===== src/rtl/in_service_control.sv =====
// In-service control for the PIC: runs the two-pulse INTA handshake, owns the ISR,
// EOI/rotation commands and the priority rotation state fed back to the resolver.
module in_service_control #(
  parameter logic [2:0] RESET_ROTATE   = 3'd7,
  parameter logic [2:0] SPURIOUS_LEVEL = 3'd7
) (
  input  logic       clock,
  input  logic       reset_n,
  input  logic [7:0] interrupt_from_priority_resolver,
  input  logic       inta_n,
  input  logic       auto_eoi,
  input  logic       ocw2_valid,
  input  logic [2:0] ocw2_cmd,
  input  logic [2:0] ocw2_level,
  output logic       int_out,
  output logic [7:0] in_service_register,
  output logic [7:0] highest_level_in_service,
  output logic [2:0] rotate,
  output logic [7:0] clear_interrupt_request,
  output logic [2:0] vector_level,
  output logic       vector_valid,
  output logic       ack_done
);

  typedef enum logic [1:0] {IDLE, WAIT2, ACK2} state_t;

  state_t     state_q, state_d;
  logic       inta_q;
  logic [7:0] isr_q, isr_d;
  logic [2:0] rotate_q, rotate_d;
  logic       aeoi_rot_q, aeoi_rot_d;
  logic [2:0] level_q, level_d;
  logic       spur_q, spur_d;
  logic [7:0] clr_q, clr_d;
  logic [2:0] vlevel_q, vlevel_d;
  logic       vvalid_q, vvalid_d;
  logic       ack_q, ack_d;

  logic       inta_fall, inta_rise;
  logic [7:0] hlis;
  logic [7:0] set_m, aclr, eclr;
  logic       arot, orot;
  logic [2:0] orot_lvl;

  // Lowest set bit wins; the resolver is expected to deliver one-hot anyway.
  function automatic logic [2:0] enc8(input logic [7:0] v);
    logic [2:0] e;
    e = 3'd0;
    for (int i = 7; i >= 0; i--)
      if (v[i]) e = 3'(i);
    return e;
  endfunction

  assign inta_fall = inta_q & ~inta_n;
  assign inta_rise = ~inta_q & inta_n;

  // Scan from rotate+1 (highest) round to rotate (lowest).
  always_comb begin
    logic       found;
    logic [2:0] idx;
    hlis  = '0;
    found = 1'b0;
    for (int k = 1; k <= 8; k++) begin
      idx = rotate_q + 3'(k);
      if (!found && isr_q[idx]) begin
        hlis[idx] = 1'b1;
        found     = 1'b1;
      end
    end
  end

  always_comb begin
    state_d  = state_q;
    level_d  = level_q;
    spur_d   = spur_q;
    clr_d    = '0;
    vlevel_d = vlevel_q;
    vvalid_d = vvalid_q;
    ack_d    = 1'b0;
    set_m    = '0;
    aclr     = '0;
    arot     = 1'b0;
    int_out  = 1'b0;
    case (state_q)
      IDLE: begin
        int_out = |interrupt_from_priority_resolver;
        if (inta_fall) begin
          if (|interrupt_from_priority_resolver) begin
            level_d = enc8(interrupt_from_priority_resolver);
            spur_d  = 1'b0;
            set_m   = 8'd1 << enc8(interrupt_from_priority_resolver);
            clr_d   = set_m;
          end else begin
            level_d = SPURIOUS_LEVEL;
            spur_d  = 1'b1;
          end
          state_d = WAIT2;
        end
      end
      WAIT2: begin
        if (inta_fall) begin
          vlevel_d = level_q;
          vvalid_d = 1'b1;
          state_d  = ACK2;
        end
      end
      ACK2: begin
        if (inta_rise) begin
          vvalid_d = 1'b0;
          ack_d    = 1'b1;
          state_d  = IDLE;
          if (auto_eoi && !spur_q) begin
            aclr = 8'd1 << level_q;
            arot = aeoi_rot_q;
          end
        end
      end
      default: state_d = IDLE;
    endcase
  end

  // OCW2 decode; EOI selection uses the pre-update ISR.
  always_comb begin
    eclr       = '0;
    orot       = 1'b0;
    orot_lvl   = rotate_q;
    aeoi_rot_d = aeoi_rot_q;
    if (ocw2_valid) begin
      case (ocw2_cmd)
        3'b001: eclr = hlis;
        3'b011: eclr = 8'd1 << ocw2_level;
        3'b101: begin
          eclr = hlis;
          if (|isr_q) begin
            orot     = 1'b1;
            orot_lvl = enc8(hlis);
          end
        end
        3'b111: begin
          eclr     = 8'd1 << ocw2_level;
          orot     = 1'b1;
          orot_lvl = ocw2_level;
        end
        3'b110: begin
          orot     = 1'b1;
          orot_lvl = ocw2_level;
        end
        3'b100:  aeoi_rot_d = 1'b1;
        3'b000:  aeoi_rot_d = 1'b0;
        default: ;
      endcase
    end
    // Set wins over any clear of the same bit; OCW2 rotation beats AEOI rotation.
    isr_d    = (isr_q & ~eclr & ~aclr) | set_m;
    rotate_d = orot ? orot_lvl : (arot ? level_q : rotate_q);
  end

  always_ff @(posedge clock or negedge reset_n) begin
    if (!reset_n) begin
      state_q    <= IDLE;
      inta_q     <= 1'b1;
      isr_q      <= '0;
      rotate_q   <= RESET_ROTATE;
      aeoi_rot_q <= 1'b0;
      level_q    <= '0;
      spur_q     <= 1'b0;
      clr_q      <= '0;
      vlevel_q   <= '0;
      vvalid_q   <= 1'b0;
      ack_q      <= 1'b0;
    end else begin
      state_q    <= state_d;
      inta_q     <= inta_n;
      isr_q      <= isr_d;
      rotate_q   <= rotate_d;
      aeoi_rot_q <= aeoi_rot_d;
      level_q    <= level_d;
      spur_q     <= spur_d;
      clr_q      <= clr_d;
      vlevel_q   <= vlevel_d;
      vvalid_q   <= vvalid_d;
      ack_q      <= ack_d;
    end
  end

  assign in_service_register      = isr_q;
  assign highest_level_in_service = hlis;
  assign rotate                   = rotate_q;
  assign clear_interrupt_request  = clr_q;
  assign vector_level             = vlevel_q;
  assign vector_valid             = vvalid_q;
  assign ack_done                 = ack_q;

endmodule


===== config.mk =====
export PLATFORM = sky130hd
export DESIGN_NAME = in_service_control
export DESIGN_NICKNAME = d
export VERILOG_FILES = /design/src/rtl/in_service_control.sv
export SDC_FILE = /design/constraint.sdc
export NUM_CORES = 1
export LEC_CHECK = 0
export BUFFER_PORTS_ARGS = -buffer_cell sky130_fd_sc_hd__buf_2
export CORE_MARGIN = 2
export CORE_UTILIZATION = 57
export DETAILED_ROUTE_END_ITERATION = 8
export PLACE_DENSITY = 0.81
export SETUP_SLACK_MARGIN = 0.15
export SLEW_MARGIN = 20
export SYNTH_ARGS = -nofsm -noshare
export SYNTH_HDL_FRONTEND = slang
export SYNTH_SLANG_ARGS = --single-unit

===== constraint.sdc =====
create_clock -name clock -period 5.1 [get_ports clock]
set_input_delay 0.255 -clock clock [delete_from_list [all_inputs] [get_ports clock]]
set_output_delay 0.255 -clock clock [all_outputs]
set_load 0.05 [all_outputs]

# After elaboration in Yosys (flattened, before gate mapping)

Index checks and enable logic that the tools add are counted.

Register bits: 32
Input port bits: 19

Add/subtract/negate cells: 7
Magnitude comparators: 16
Equal/unequal tests: 14
Shift-type cells: 3
Multiplexer cells: 98
Bitwise logic cells: 16
Reduce and logical (&&, ||, !) cells: 40

Operator list:

| operator            | number |
|---|---|
| $mux 8              | 15 |
| $mux 3              | 24 |
| $or 8x8->8          | 8 |
| $mux 1              | 34 |
| $lt 3x4->1 const B  | 8 |
| $bmux 1 s3          | 8 |
| $demux 1 s3         | 8 |
| $ge 3x1->1 const B  | 8 |
| $shl 1x3->8 const A | 3 |
| $and 8x8->8         | 2 |
| $logic_and 1x1->1   | 16 |
| $not 8->8           | 2 |
| $pmux 8 s2          | 1 |
| $reduce_or 8->1     | 2 |
| $add 3x3->3 const B | 4 |
| $eq 3x3->1 const B  | 4 |
| $logic_not 1->1     | 8 |
| $ne 2x2->1 const B  | 4 |
| $add 3x2->3 const B | 2 |
| $mux 2              | 3 |
| $pmux 1 s2          | 3 |
| $pmux 2 s3          | 1 |
| $pmux 3 s2          | 1 |
| $reduce_and 2->1    | 3 |
| other kinds (15)    | 22 |

# Logic depth before layout (Yosys ltp)

Gate-level depths: netlist of the first run.

Depth in word-level cells: 37
Depth in mapped cells: 14
Gate-level depth less buffers: 10

# Worst setup path after synthesis of the first run

No wires, ideal clock.

Path type: flip-flop to flip-flop
Start: register rotate_q[0] (netlist: rotate[0])
End: register rotate_q[0] (netlist: rotate[0])
Setup time: 0.098 ns
Arrival: 4.443 ns
Data required time: 5.002 ns
Path slack: 0.558 ns
Stages on the path, launching flop included: 15
Path buffers: 4
Period minus slack after synthesis: 4.542 ns
Cells stage by stage: dfstp_2 > buf_2 > clkinv_1 > clkbuf_1 > ha_1 > buf_6 > buf_4 > mux2_1 > nor3_1 > nor4_1 > mux2i_1 > a31oi_1 > o211ai_1 > nor4_1 > a221oi_1

RTL lines:

| what                                                                | line | RTL |
|---|---|---|
| start: declaration                                                  | 30   | `logic [2:0] rotate_q, rotate_d;` |
| start signal: assignment                                            | 175  | `rotate_q <= rotate_d;` |
| parallel branches: the longest is 24 deep, another holds $lt 3x4->1 | n/a  |  |
| $mux 8 (*)                                                          | 65   | `if (!found && isr_q[idx]) begin` |
| net highest_level_in_service[5]                                     | 17   | `output logic [7:0] highest_level_in_service,` |
| $mux 3 (*) (6 in a row)                                             | 50   | `if (v[i]) e = 3'(i);` |
| $mux 3 (*)                                                          | 134  | `if (\|isr_q) begin` |
| $pmux 3 s2 (*)                                                      | 129  | `case (ocw2_cmd)` |
| $mux 3 (*)                                                          | 128  | `if (ocw2_valid) begin` |
| $mux 3 (*)                                                          | 155  | `rotate_d = orot ? orot_lvl : (arot ? level_q : rotate_q);` |

Mark *: on every way through the listed nets, which the timed path passes. The select of a mux whose other input is x is not followed.
A chain may end at the register's enable or synchronous reset.

# Worst setup path in the final report of the first run

Start: register rotate_q[1] (netlist: rotate[1])
End: output port highest_level_in_service[1]

Longest elaborated chain between the ends: 25

Ends and longest elaborated chain:

| what                                                                | line |
|---|---|
| parallel branches: the longest is 24 deep, another holds $lt 3x4->1 | n/a |
| $mux 8 (*)                                                          | 65 |
| end: declaration                                                    | 17 |

Mark *: on every way between the ends. The select of a mux whose other input is x is not followed.

==> Flow_metrics.wiki, run 1 <==
{| class="wikitable"
! Metric !! Value
|-
| Yosys warning count || 0
|-
| Area fraction in compound gates after synthesis || 18.0%
|-
| Largest fanout on the critical path || 19
|-
| Std cell rows || 26
|-
| Cell types occupying the most area after synthesis || sky130_fd_sc_hd__dfrtp_1 23%, sky130_fd_sc_hd__mux4_2 6.6%, sky130_fd_sc_hd__mux2_2 4.8%
|-
| Number of setup violations in the final report || 0
|-
| Worst max-slew margin expressed relative to the limit || 48.6%
|-
| Total Wirelength || 9540 microns
|-
| Crit path max-delay cell type || sky130_fd_sc_hd__ha_1
|-
| Antenna cells || 0
|-
| WS Path Type || reg -> out
|-
| Worst hold path class || in -> async
|-
| Num CTS Buffers || 5
|-
| Via density per instance || 6.86
|-
| Setup tns final || 0 ns
|-
| Most frequent cell after synthesis || sky130_fd_sc_hd__nand2_1
|-
| TritonCTS clock tree || built
|-
| Later-pin clock latency in the skew report || 0.28 ns
|-
| Final worst path period need || 4.55 ns
|-
| Number of routed nets with antenna violations || 0
|-
| Largest net degree at the start of global routing || 45
|-
| Half-perimeter wire length after placement || 7030 microns
|-
| Synth Area in XOR/XNOR || 1.67%
|-
| F_max || 220 MHz
|-
| Most area-hungry cell type in the Yosys netlist || sky130_fd_sc_hd__dfrtp_1
|-
| Clock-pin transition on the worst setup and hold timing paths || 0.06 ns
|-
| Count of distinct cell types in the synthesized netlist || 75
|-
| Number of placed I/O pins || 52
|-
| Number of buffer cells added on primary ports || 51
|-
| Buffers from clock root to sink, at most || 2
|-
| Via count || 3247
|-
| Area grow syn2layout || 11.3%
|-
| Cell area after synthesis || 0.00308 sq mm
|-
| Die height || 77.5 microns
|-
| Total DRC errors in the routed layout || 0
|-
| Startpoint Class || flip-flop
|-
| Worst path most repeated cell || sky130_fd_sc_hd__nor4_1
|-
| Max Slew Vio Count || 0
|-
| Share of flip-flops with an asynchronous set or reset || 100%
|-
| Final hold vios || 0
|-
| Number of global-route vias before repair || 3066
|-
| Initial DRC count || 391
|-
| Worst path max stage delay || 0.73 ns
|-
| Layout cells sized above 1 || 25.8%
|-
| Post-synthesis sequential area ratio || 26.2%
|-
| Family with the most delay on the worst path || buffers and inverters
|-
| CP Buf/Inv Count || 3
|-
| Basic-gate share of the synthesized area counting and, or, nand and nor cells || 30.0%
|-
| Reg-to-reg startpoint || rotate[1]$_DFFE_PN1P_
|-
| Wire length of the first global-routing pass || 15400 microns
|-
| Post-layout net count || 427
|-
| RD Place Congestion || 1.01
|-
| CP required || 4.85 ns
|-
| Worst clock skew on the final layout || 0.00414 ns
|-
| Initial core utilization || 59.5%
|-
| Critical Path End Type || primary output
|-
| Number of storage elements in the synthesis netlist || 32
|-
| Hold-fix buffers at CTS || 0
|-
| Length of the first detailed-routing pass in iterations || 5
|-
| Fraction of post-synthesis cell area in the top cell type by area || 22.8%
|-
| Data arrival time of the critical path || 4.30 ns
|-
| Number of enable-type register cells in the synthesized netlist || 0
|-
| Most instantiated flip-flop cell in the synthesis netlist || sky130_fd_sc_hd__dfrtp_1
|-
| Total congestion overflow after global routing || 0
|-
| Post-synthesis cell count || 365
|-
| Maximum capacitance violations || 0
|-
| Total clock sinks || 32
|-
| Main combinational cell family by area after synthesis || simple AND/OR/NAND/NOR gates
|-
| Die outline area || 0.00600 sq mm
|-
| GR Util All Layers || 32.4%
|-
| Die Span X || 77.5 microns
|-
| Share of cell area taken by muxes after synthesis || 16.5%
|-
| Critical path launch point || rotate[1]$_DFFE_PN1P_
|-
| Average wire per cell in the routed design || 20.2 microns
|-
| Number of filler instances in the final layout || 430
|-
| Antenna violations before repair || 0
|-
| Outcome || finished, final reports clean
|-
| Max H-tree Level || 2
|-
| RSZ-0062 raised after global routing || no
|-
| Post-route fraction of the period consumed by the critical path || 89.3%
|-
| Worst-margin pin slew || 0.769 ns
|-
| Final Instance Count excl. Fillers || 473
|-
| Critical-path cell list || inv_1 -> ha_1 -> buf_4 -> mux2_2 -> nor4_1 -> nor4_1 -> mux2i_1 -> a31oi_1 -> o211ai_2 -> buf_2
|-
| Most instantiated cells after synthesis || 38 x sky130_fd_sc_hd__nand2_1, 36 x sky130_fd_sc_hd__nor2_1, 28 x sky130_fd_sc_hd__dfrtp_1
|-
| Number of setup buffers added after CTS || 0
|-
| Clock root buffer || sky130_fd_sc_hd__clkbuf_8
|-
| Average cell area after synthesis || 8.43 sq um
|-
| Synthesized netlist net count || 390
|-
| Arithmetic-cell share of the synthesized area counting full adders, half adders and majority gates || 2.44%
|-
| Number of placed cells counting well taps || 465
|-
| Standard cell core area || 0.00517 sq mm
|-
| Number of gates resized after cts || 0
|}
## flip-flops by register name (all words and copies together), names as in the netlist
signal,count
level_q,3
vector_valid,1
spur_q,1
clear_interrupt_request,8
ack_done,1
in_service_register,8
state_q,2
aeoi_rot_q,1
inta_q,1
vector_level,3
rotate,3
## cell families (layout without fill, tap and decap cells)
family / after synthesis / in the layout
AND/OR/NAND/NOR: 175 / 175
AO/OA/AOI/OAI: 77 / 77
multiplexers: 37 / 37
buffers and inverters: 33 / 71
flip-flops: 32 / 32
adder cells (fa/ha/maj): 6 / 6
XOR/XNOR: 5 / 5
## worst register-to-register path, delay by kind of cell, from the launching register on
family | cells | cell delay (ns)
adders and majority gates | 1 | 0.74
muxes | 2 | 0.76
buffers and inverters | 2 | 0.48
AOI/OAI and AO/OA | 3 | 0.88
DFF | 1 | 0.70
and+or+nand+nor | 3 | 0.50
## final cells by class
cell class | instances | area (sq um) | share of cell area, %
sequential | 32 | 806 | 23.5
tap | 70 | 87.6 | 2.56
clock buffer | 6 | 72.6 | 2.12
inverter | 9 | 33.8 | 0.986
clock inverter | 2 | 35.0 | 1.02
timing repair buffer | 54 | 278 | 8.11
multi-input combinational | 300 | 2110 | 61.7
## metrics by stage
step	util (%)	setup slack, ns	hold slack (ns)	area [sq um]
global route	66.2	0.306	0.0788	3430
finish	66.2	0.547	0.0165	3430
CTS	66.2	0.626	0.0341	3430
global placement	64.2	0.972	0.333	3320
detailed placement	64.2	0.941	0.339	3320
floorplan	-	0.558	-0.0406	3080
## worst paths after layout
path	slack, ns	cells after the start	endpoint
worst max-delay path	0.55	10	highest_level_in_service[1]
worst min register to register	0.49	2	spur_q$_DFFE_PN0P_
worst min-delay path	0.02	1	spur_q$_DFFE_PN0P_
min in group clock	0.10	1	inta_q$_DFF_PN1_
max in group asynchronous	4.64	1	level_q[1]$_DFFE_PN0P_
worst max register to register	0.93	11	rotate[0]$_DFFE_PN1P_
## per-layer routing
layer / GRT usage (%) / share of wire [%]
met5: 0 / 0
met3: 3.72 / 7.2
met1: 38.9 / 38
met2: 56.1 / 49
met4: 18.9 / 5.9
## layout by cell type (no fill, tap or decap), types with 3 or more instances in the layout
master                      n
sky130_fd_sc_hd__and2_1     4
sky130_fd_sc_hd__dfrtp_1   28
sky130_fd_sc_hd__mux2i_1   12
sky130_fd_sc_hd__nand2_1   38
sky130_fd_sc_hd__o22ai_1    3
sky130_fd_sc_hd__or2_2      3
sky130_fd_sc_hd__or3_1      6
sky130_fd_sc_hd__nor4_1    13
sky130_fd_sc_hd__a31oi_1    7
sky130_fd_sc_hd__nor3b_1    9
sky130_fd_sc_hd__ha_1       6
sky130_fd_sc_hd__nand3_1   13
sky130_fd_sc_hd__a21oi_1   13
sky130_fd_sc_hd__nor2_1    36
sky130_fd_sc_hd__mux4_2     9
sky130_fd_sc_hd__nand4_1    9
sky130_fd_sc_hd__buf_2     51
sky130_fd_sc_hd__mux2_2    13
sky130_fd_sc_hd__o21ai_0   13
sky130_fd_sc_hd__buf_4      3
sky130_fd_sc_hd__dfstp_2    4
sky130_fd_sc_hd__clkbuf_8   5
sky130_fd_sc_hd__nor3_1    16
sky130_fd_sc_hd__o31a_1     3
sky130_fd_sc_hd__o211ai_1   3
sky130_fd_sc_hd__nand2b_1   9
sky130_fd_sc_hd__inv_1      8
sky130_fd_sc_hd__a21o_1     5
Power of run 1 is left out: the tool's default activity adds up to more than one toggle a clock period on the data nets, which glitch-free logic cannot reach.
==> run 2, diff against run 1 <==
- CORE_UTILIZATION: 57 -> 40
- MAX_ROUTING_LAYER: default -> met4
- PLACE_DENSITY: 0.81 -> default
==> run 2 against run 1 <==
Fmax fell by 1.4%; core utilization fell by 19 points; sequential cell count did not move; non-clock buffer count rose by 2; first-iteration DRC count fell by 29%; global-route usage fell by 7.2 points; critical endpoint is now highest_level_in_service[2]; largest cell class unchanged.
==> Flow_metrics.wiki, run 2 (same netlist as run 1, synthesis figures left out) <==
{| class="wikitable"
! Metric !! Value
|-
| Outcome || finished, final reports clean (unchanged)
|-
| Reg-to-reg startpoint || rotate[1]$_DFFE_PN1P_ (unchanged)
|-
| Commonest non-fill, non-tap cells in the layout || 51 x sky130_fd_sc_hd__buf_2, 38 x sky130_fd_sc_hd__nand2_1, 36 x sky130_fd_sc_hd__nor2_1 (unchanged)
|-
| Standard cell core area || 0.00737 sq mm (was 0.00517 sq mm)
|-
| Via count || 3161 (was 3247)
|-
| Final worst path period need || 4.62 ns (was 4.55 ns)
|-
| Die height || 91.7 microns (was 77.5 microns)
|-
| Worst hold path class || in -> async (unchanged)
|-
| Number of buffer cells added on primary ports || 51 (unchanged)
|-
| Number of global-route vias before repair || 3099 (was 3066)
|-
| Final hold vios || 0 (unchanged)
|-
| Maximum capacitance violations || 0 (unchanged)
|-
| Setup tns final || 0 ns (unchanged)
|-
| Number of gates resized after cts || 0 (unchanged)
|-
| Post-route fraction of the period consumed by the critical path || 90.5% (was 89.3%)
|-
| F_max || 217 MHz (was 220 MHz)
|-
| Half-perimeter wire length after placement || 7610 microns (was 7030 microns)
|-
| Initial DRC count || 279 (was 391)
|-
| GR Util All Layers || 25.2% (was 32.4%)
|-
| Most common cell after layout, fill and taps aside || sky130_fd_sc_hd__buf_2 (unchanged)
|-
| Largest fanout on the critical path || 16 (was 19)
|-
| RD Place Congestion || 1.00 (was 1.01)
|-
| RSZ-0062 raised after global routing || no (unchanged)
|-
| Area grow syn2layout || 13.6% (was 11.3%)
|-
| Max H-tree Level || 2 (unchanged)
|-
| Flip-flop and latch area || 806 sq um (unchanged)
|-
| Startpoint Class || flip-flop (unchanged)
|-
| Total clock sinks || 32 (unchanged)
|-
| Std cell rows || 31 (was 26)
|-
| Hold-fix buffers at CTS || 0 (unchanged)
|-
| Die Span X || 91.7 microns (was 77.5 microns)
|-
| Worst max-slew margin expressed relative to the limit || 50.0% (was 48.6%)
|-
| Multi-input logic area || 0.00211 sq mm (unchanged)
|-
| Number of filler instances in the final layout || 732 (was 430)
|-
| Worst setup endpoint || highest_level_in_service[2] (was highest_level_in_service[1])
|-
| Critical path launch point || rotate[1]$_DFFE_PN1P_ (unchanged)
|-
| Via density per instance || 6.27 (was 6.86)
|-
| Number of setup violations in the final report || 0 (unchanged)
|-
| Buffers from clock root to sink, at most || 2 (unchanged)
|-
| Clock-pin transition on the worst setup and hold timing paths || 0.07 ns (was 0.06 ns)
|-
| Post-layout net count || 429 (was 427)
|-
| Largest net degree at the start of global routing || 45 (unchanged)
|-
| Total congestion overflow after global routing || 0 (unchanged)
|-
| Worst flop-to-flop path endpoint || rotate[0]$_DFFE_PN1P_ (unchanged)
|-
| Length of the first detailed-routing pass in iterations || 5 (unchanged)
|-
| TritonCTS clock tree || built (unchanged)
|-
| Critical Path End Type || primary output (unchanged)
|-
| DP Area || 0.00337 sq mm (was 0.00332 sq mm)
|-
| Number of routed nets with antenna violations || 0 (unchanged)
|-
| Die outline area || 0.00841 sq mm (was 0.00600 sq mm)
|-
| Total DRC errors in the routed layout || 0 (unchanged)
|-
| Num CTS Buffers || 5 (unchanged)
|-
| Number of placed I/O pins || 52 (unchanged)
|-
| Total non-filler cell area in the finished layout || 0.00350 sq mm (was 0.00343 sq mm)
|-
| Worst-margin pin slew || 0.732 ns (was 0.769 ns)
|-
| Clock root buffer || sky130_fd_sc_hd__clkbuf_8 (unchanged)
|-
| Layout cells sized above 1 || 26.4% (was 25.8%)
|-
| Data arrival time of the critical path || 4.36 ns (was 4.30 ns)
|-
| Cell count of the worst reg-to-reg path || 11 (unchanged)
|-
| Antenna cells || 0 (unchanged)
|-
| Worst clock skew on the final layout || 0.0105 ns (was 0.00414 ns)
|-
| Total Wirelength || 10200 microns (was 9540 microns)
|-
| WS Path Type || reg -> out (unchanged)
|-
| Antenna violations before repair || 0 (unchanged)
|-
| Average wire per cell in the routed design || 20.3 microns (was 20.2 microns)
|-
| Max Slew Vio Count || 0 (unchanged)
|-
| Number of setup buffers added after CTS || 0 (unchanged)
|-
| Wire length of the first global-routing pass || 16300 microns (was 15400 microns)
|-
| Later-pin clock latency in the skew report || 0.30 ns (was 0.28 ns)
|-
| CP required || 4.85 ns (about the same)
|-
| Initial core utilization || 41.8% (was 59.5%)
|-
| Setup slack on the worst flop-to-flop path || 0.89 ns (was 0.93 ns)
|}
[run 2: changes by cell type in the layout (fill, tap and decap cells not counted)]
| cell | delta |
|---|---|
| sky130_fd_sc_hd__clkbuf_1 | -1 |
| sky130_fd_sc_hd__clkinv_2 | -1 |
| sky130_fd_sc_hd__buf_4 | +2 |
| sky130_fd_sc_hd__clkbuf_8 | +2 |
[run 2: worst min-delay path by stage]
stage                 start                       end  slack [ns]  cells after the start
detailed placement  reset_n  vector_valid$_DFFE_PN0P_        0.35                      1
global route        reset_n        ack_done$_DFF_PN0_        0.08                      1
finish              reset_n    aeoi_rot_q$_DFFE_PN0P_       0.009                      1
global placement    reset_n    state_q[1]$_DFFE_PN0P_        0.34                      1
floorplan           reset_n        ack_done$_DFF_PN0_       -0.04                      0
CTS                 reset_n    aeoi_rot_q$_DFFE_PN0P_        0.03                      1
[run 2: critical path: stages, from the launching register on]
cell and delay (ns):
sky130_fd_sc_hd__dfstp_2 0.72, sky130_fd_sc_hd__inv_1 0.16, sky130_fd_sc_hd__ha_1 0.66, sky130_fd_sc_hd__mux2_2 0.42, sky130_fd_sc_hd__mux4_2 0.59, sky130_fd_sc_hd__nand4bb_1 0.46
sky130_fd_sc_hd__o311ai_1 0.37, sky130_fd_sc_hd__a311oi_1 0.07, sky130_fd_sc_hd__o21ai_1 0.26, sky130_fd_sc_hd__buf_2 0.35
[run 2: final cells by class]
| class | instances | share of cell area, % |
|---|---|---|
| multi-input combinational | 300 | 60.5 |
| sequential | 32 | 23.0 |
| timing repair buffer | 56 | 8.38 |
| tap | 99 | 3.54 |
| clock buffer | 7 | 2.76 |
| inverter | 9 | 0.966 |
| clock inverter | 1 | 0.859 |
[run 2: metrics by stage]
stage          std cells  hold slack [ns]  setup slack [ns]  utilization [%]
6_report             504          0.00890             0.482             47.4
5_1_grt              504           0.0754             0.246             47.4
4_1_cts              504           0.0338             0.557             47.4
3_5_place_dp         496            0.349             0.878             45.7
3_3_place_gp         496            0.340             0.828             45.7
2_1_floorplan        365          -0.0406             0.558                -
[run 2: routing by layer]
metal | up-vias | track usage [%] | part of all wire, %
met3 | 27 | 3.45 | 7.0
met5 | - | - | 0
met2 | 162 | 42.7 | 50
met4 | 0 | 10.8 | 3.3
met1 | 1511 | 30.2 | 39
li1 | 1461 | - | -
Power of run 2 is left out for the same reason.
==> run 3, diff against run 2 <==
- BUFFER_PORTS_ARGS: -buffer_cell sky130_fd_sc_hd__buf_2 -> default
- DONT_BUFFER_PORTS: default -> 1
- GPL_ROUTABILITY_DRIVEN: default -> 1
==> run 3 against run 2 <==
Cell count is 7.7% lower; critical path depth rose by 1; non-clock buffer count down 39; setup slack improved by 0.38 ns; wire length up 2.7%; sequential cell count unchanged; worst hold slack better by 0.054 ns; fmax is 8.8% higher; largest cell class unchanged.
==> Flow_metrics.wiki, run 3 (same netlist as run 1, synthesis figures left out) <==
{| class="wikitable"
! Metric !! Value
|-
| Outcome || finished, final reports clean (unchanged)
|-
| Average wire per cell in the routed design || 22.6 microns (was 20.3 microns)
|-
| Via count || 3083 (was 3161)
|-
| Family with the most delay on the worst path || multiplexers (unchanged)
|-
| Worst hold path class || in -> reg (was in -> async)
|-
| Number of placed I/O pins || 52 (unchanged)
|-
| Area grow syn2layout || 8.41% (was 13.6%)
|-
| Largest fanout on the critical path || 17 (was 16)
|-
| Worst clock skew on the final layout || 0.00354 ns (was 0.0105 ns)
|-
| Crit path max-delay cell type || sky130_fd_sc_hd__ha_1 (was sky130_fd_sc_hd__dfstp_2)
|-
| CP required || 4.85 ns (about the same)
|-
| Buffers from clock root to sink, at most || 2 (unchanged)
|-
| Cell count of the worst reg-to-reg path || 11 (unchanged)
|-
| Max Slew Vio Count || 0 (unchanged)
|-
| Maximum capacitance violations || 0 (unchanged)
|-
| GR Util All Layers || 26.0% (was 25.2%)
|-
| RD Place Congestion || 0.939 (was 1.00)
|-
| Initial core utilization || 41.8% (unchanged)
|-
| Worst max-slew margin expressed relative to the limit || 36.8% (was 50.0%)
|-
| Levels on crit path || 10 (was 9)
|-
| Number of setup buffers added after CTS || 0 (unchanged)
|-
| Total DRC errors in the routed layout || 0 (unchanged)
|-
| Wire length of the first global-routing pass || 16600 microns (was 16300 microns)
|-
| Commonest non-fill, non-tap cells in the layout || 38 x sky130_fd_sc_hd__nand2_1, 36 x sky130_fd_sc_hd__nor2_1, 28 x sky130_fd_sc_hd__dfrtp_1 (was 51 x sky130_fd_sc_hd__buf_2, 38 x sky130_fd_sc_hd__nand2_1, 36 x sky130_fd_sc_hd__nor2_1)
|-
| Number of filler instances in the final layout || 737 (was 732)
|-
| Initial DRC count || 234 (was 279)
|-
| Std cell rows || 31 (unchanged)
|-
| Layout cells sized above 1 || 17.5% (was 26.4%)
|-
| Number of setup violations in the final report || 0 (unchanged)
|-
| Final hold vios || 0 (unchanged)
|-
| Max H-tree Level || 2 (unchanged)
|-
| Die Span X || 91.7 microns (unchanged)
|-
| Number of instances on the worst hold path || 1
|-
| Num CTS Buffers || 5 (unchanged)
|-
| Worst path max stage delay || 0.69 ns (was 0.72 ns)
|-
| Total clock sinks || 32 (unchanged)
|-
| Worst-margin pin slew || 0.949 ns (was 0.732 ns)
|-
| F_max || 236 MHz (was 217 MHz)
|-
| Data arrival time of the critical path || 3.99 ns (was 4.36 ns)
|-
| Total congestion overflow after global routing || 0 (unchanged)
|-
| CP Buf/Inv Count || 3 (was 2)
|-
| Most common cell after layout, fill and taps aside || sky130_fd_sc_hd__nand2_1 (was sky130_fd_sc_hd__buf_2)
|-
| Antenna cells || 0 (unchanged)
|-
| Number of gates resized after cts || 0 (unchanged)
|-
| Antenna violations before repair || 0 (unchanged)
|-
| Post-layout net count || 390 (was 429)
|-
| Number of buffer cells added on primary ports || 0 (was 51)
|-
| Largest net degree at the start of global routing || 45 (unchanged)
|-
| Final worst path period need || 4.24 ns (was 4.62 ns)
|-
| Setup slack on the worst flop-to-flop path || 1.14 ns (was 0.89 ns)
|-
| Length of the first detailed-routing pass in iterations || 5 (unchanged)
|-
| Die height || 91.7 microns (unchanged)
|-
| TritonCTS clock tree || built (unchanged)
|-
| Critical Path End Type || primary output (unchanged)
|-
| Number of routed nets with antenna violations || 0 (unchanged)
|-
| Post-route fraction of the period consumed by the critical path || 83.2% (was 90.5%)
|-
| Clock-pin transition on the worst setup and hold timing paths || 0.06 ns (was 0.07 ns)
|-
| WS Path Type || reg -> out (unchanged)
|-
| Standard cell core area || 0.00737 sq mm (unchanged)
|-
| Via density per instance || 6.63 (was 6.27)
|-
| Setup tns final || 0 ns (unchanged)
|-
| RSZ-0062 raised after global routing || no (unchanged)
|-
| Half-perimeter wire length after placement || 7880 microns (was 7610 microns)
|-
| Later-pin clock latency in the skew report || 0.28 ns (was 0.30 ns)
|-
| Total Wirelength || 10500 microns (was 10200 microns)
|-
| Critical-path cell list || inv_1 -> ha_1 -> buf_4 -> mux2_2 -> nor4_1 -> nor4_1 -> mux2i_1 -> a31oi_1 -> o211ai_1 -> buf_4 (was inv_1 -> ha_1 -> mux2_2 -> mux4_2 -> nand4bb_1 -> o311ai_1 -> a311oi_1 -> o21ai_1 -> buf_2)
|-
| Number of global-route vias before repair || 3079 (was 3099)
|-
| Startpoint Class || flip-flop (unchanged)
|-
| Clock root buffer || sky130_fd_sc_hd__clkbuf_8 (unchanged)
|-
| Die outline area || 0.00841 sq mm (unchanged)
|}
## run 3: routing by layer
layer | GRT usage [%] | vias to the layer above | share of wire [%]
met5 | - | - | 0
met2 | 42.0 | 170 | 48
li1 | - | 1380 | -
met3 | 3.94 | 50 | 6.9
met1 | 29.9 | 1483 | 39
met4 | 17.3 | 0 | 6.2
## run 3: final timing paths
path,startpoint,endpoint
min reg2reg,spur_q$_DFFE_PN0P_,spur_q$_DFFE_PN0P_
min in group asynchronous,reset_n,vector_valid$_DFFE_PN0P_
max,rotate[1]$_DFFE_PN1P_,highest_level_in_service[5]
min,interrupt_from_priority_resolver[2],clear_interrupt_request[3]$_DFF_PN0_
max reg2reg,rotate[1]$_DFFE_PN1P_,rotate[0]$_DFFE_PN1P_
max in group asynchronous,reset_n,rotate[2]$_DFFE_PN1P_
## run 3: worst reg2reg max path, cell delays in order (launching register included)
cell and delay, ns:
sky130_fd_sc_hd__dfstp_2 0.53, sky130_fd_sc_hd__inv_1 0.08, sky130_fd_sc_hd__ha_1 0.69, sky130_fd_sc_hd__buf_4 0.32
sky130_fd_sc_hd__mux2_2 0.38, sky130_fd_sc_hd__nor4_1 0.25, sky130_fd_sc_hd__nor4_1 0.12, sky130_fd_sc_hd__mux2i_1 0.40
sky130_fd_sc_hd__a31oi_1 0.15, sky130_fd_sc_hd__o211ai_1 0.49, sky130_fd_sc_hd__nor4_1 0.11, sky130_fd_sc_hd__a221oi_1 0.34
## run 3: layout make-up
type	instances	area, sq um	share of cell area, %
Inverter	9	33.8	1.01
Timing Repair Buffer	17	170	5.10
Tap cell	99	124	3.71
Multi-Input combinational cell	300	2110	63.3
Sequential cell	32	806	24.1
Clock buffer	8	90.1	2.70
## run 3: metrics by stage
stage	cells	hold WS, ns	instance area (sq um)	utilization [%]	setup slack (ns)
floorplan	365	-0.0406	3080	-	0.558
global placement	454	-0.0400	3210	43.5	1.12
detailed placement	454	-0.0400	3210	43.5	1.23
CTS	465	0.0549	3340	45.3	0.925
global route	465	0.0516	3340	45.3	0.630
finish	465	0.0625	3340	45.3	0.857
## run 3: timing repair
item	4_1_cts	5_1_grt
hold buffers	3	0
endpoints found under the setup margin	0	0
endpoints found under the hold margin	33	0
Power of run 3 is left out for the same reason.
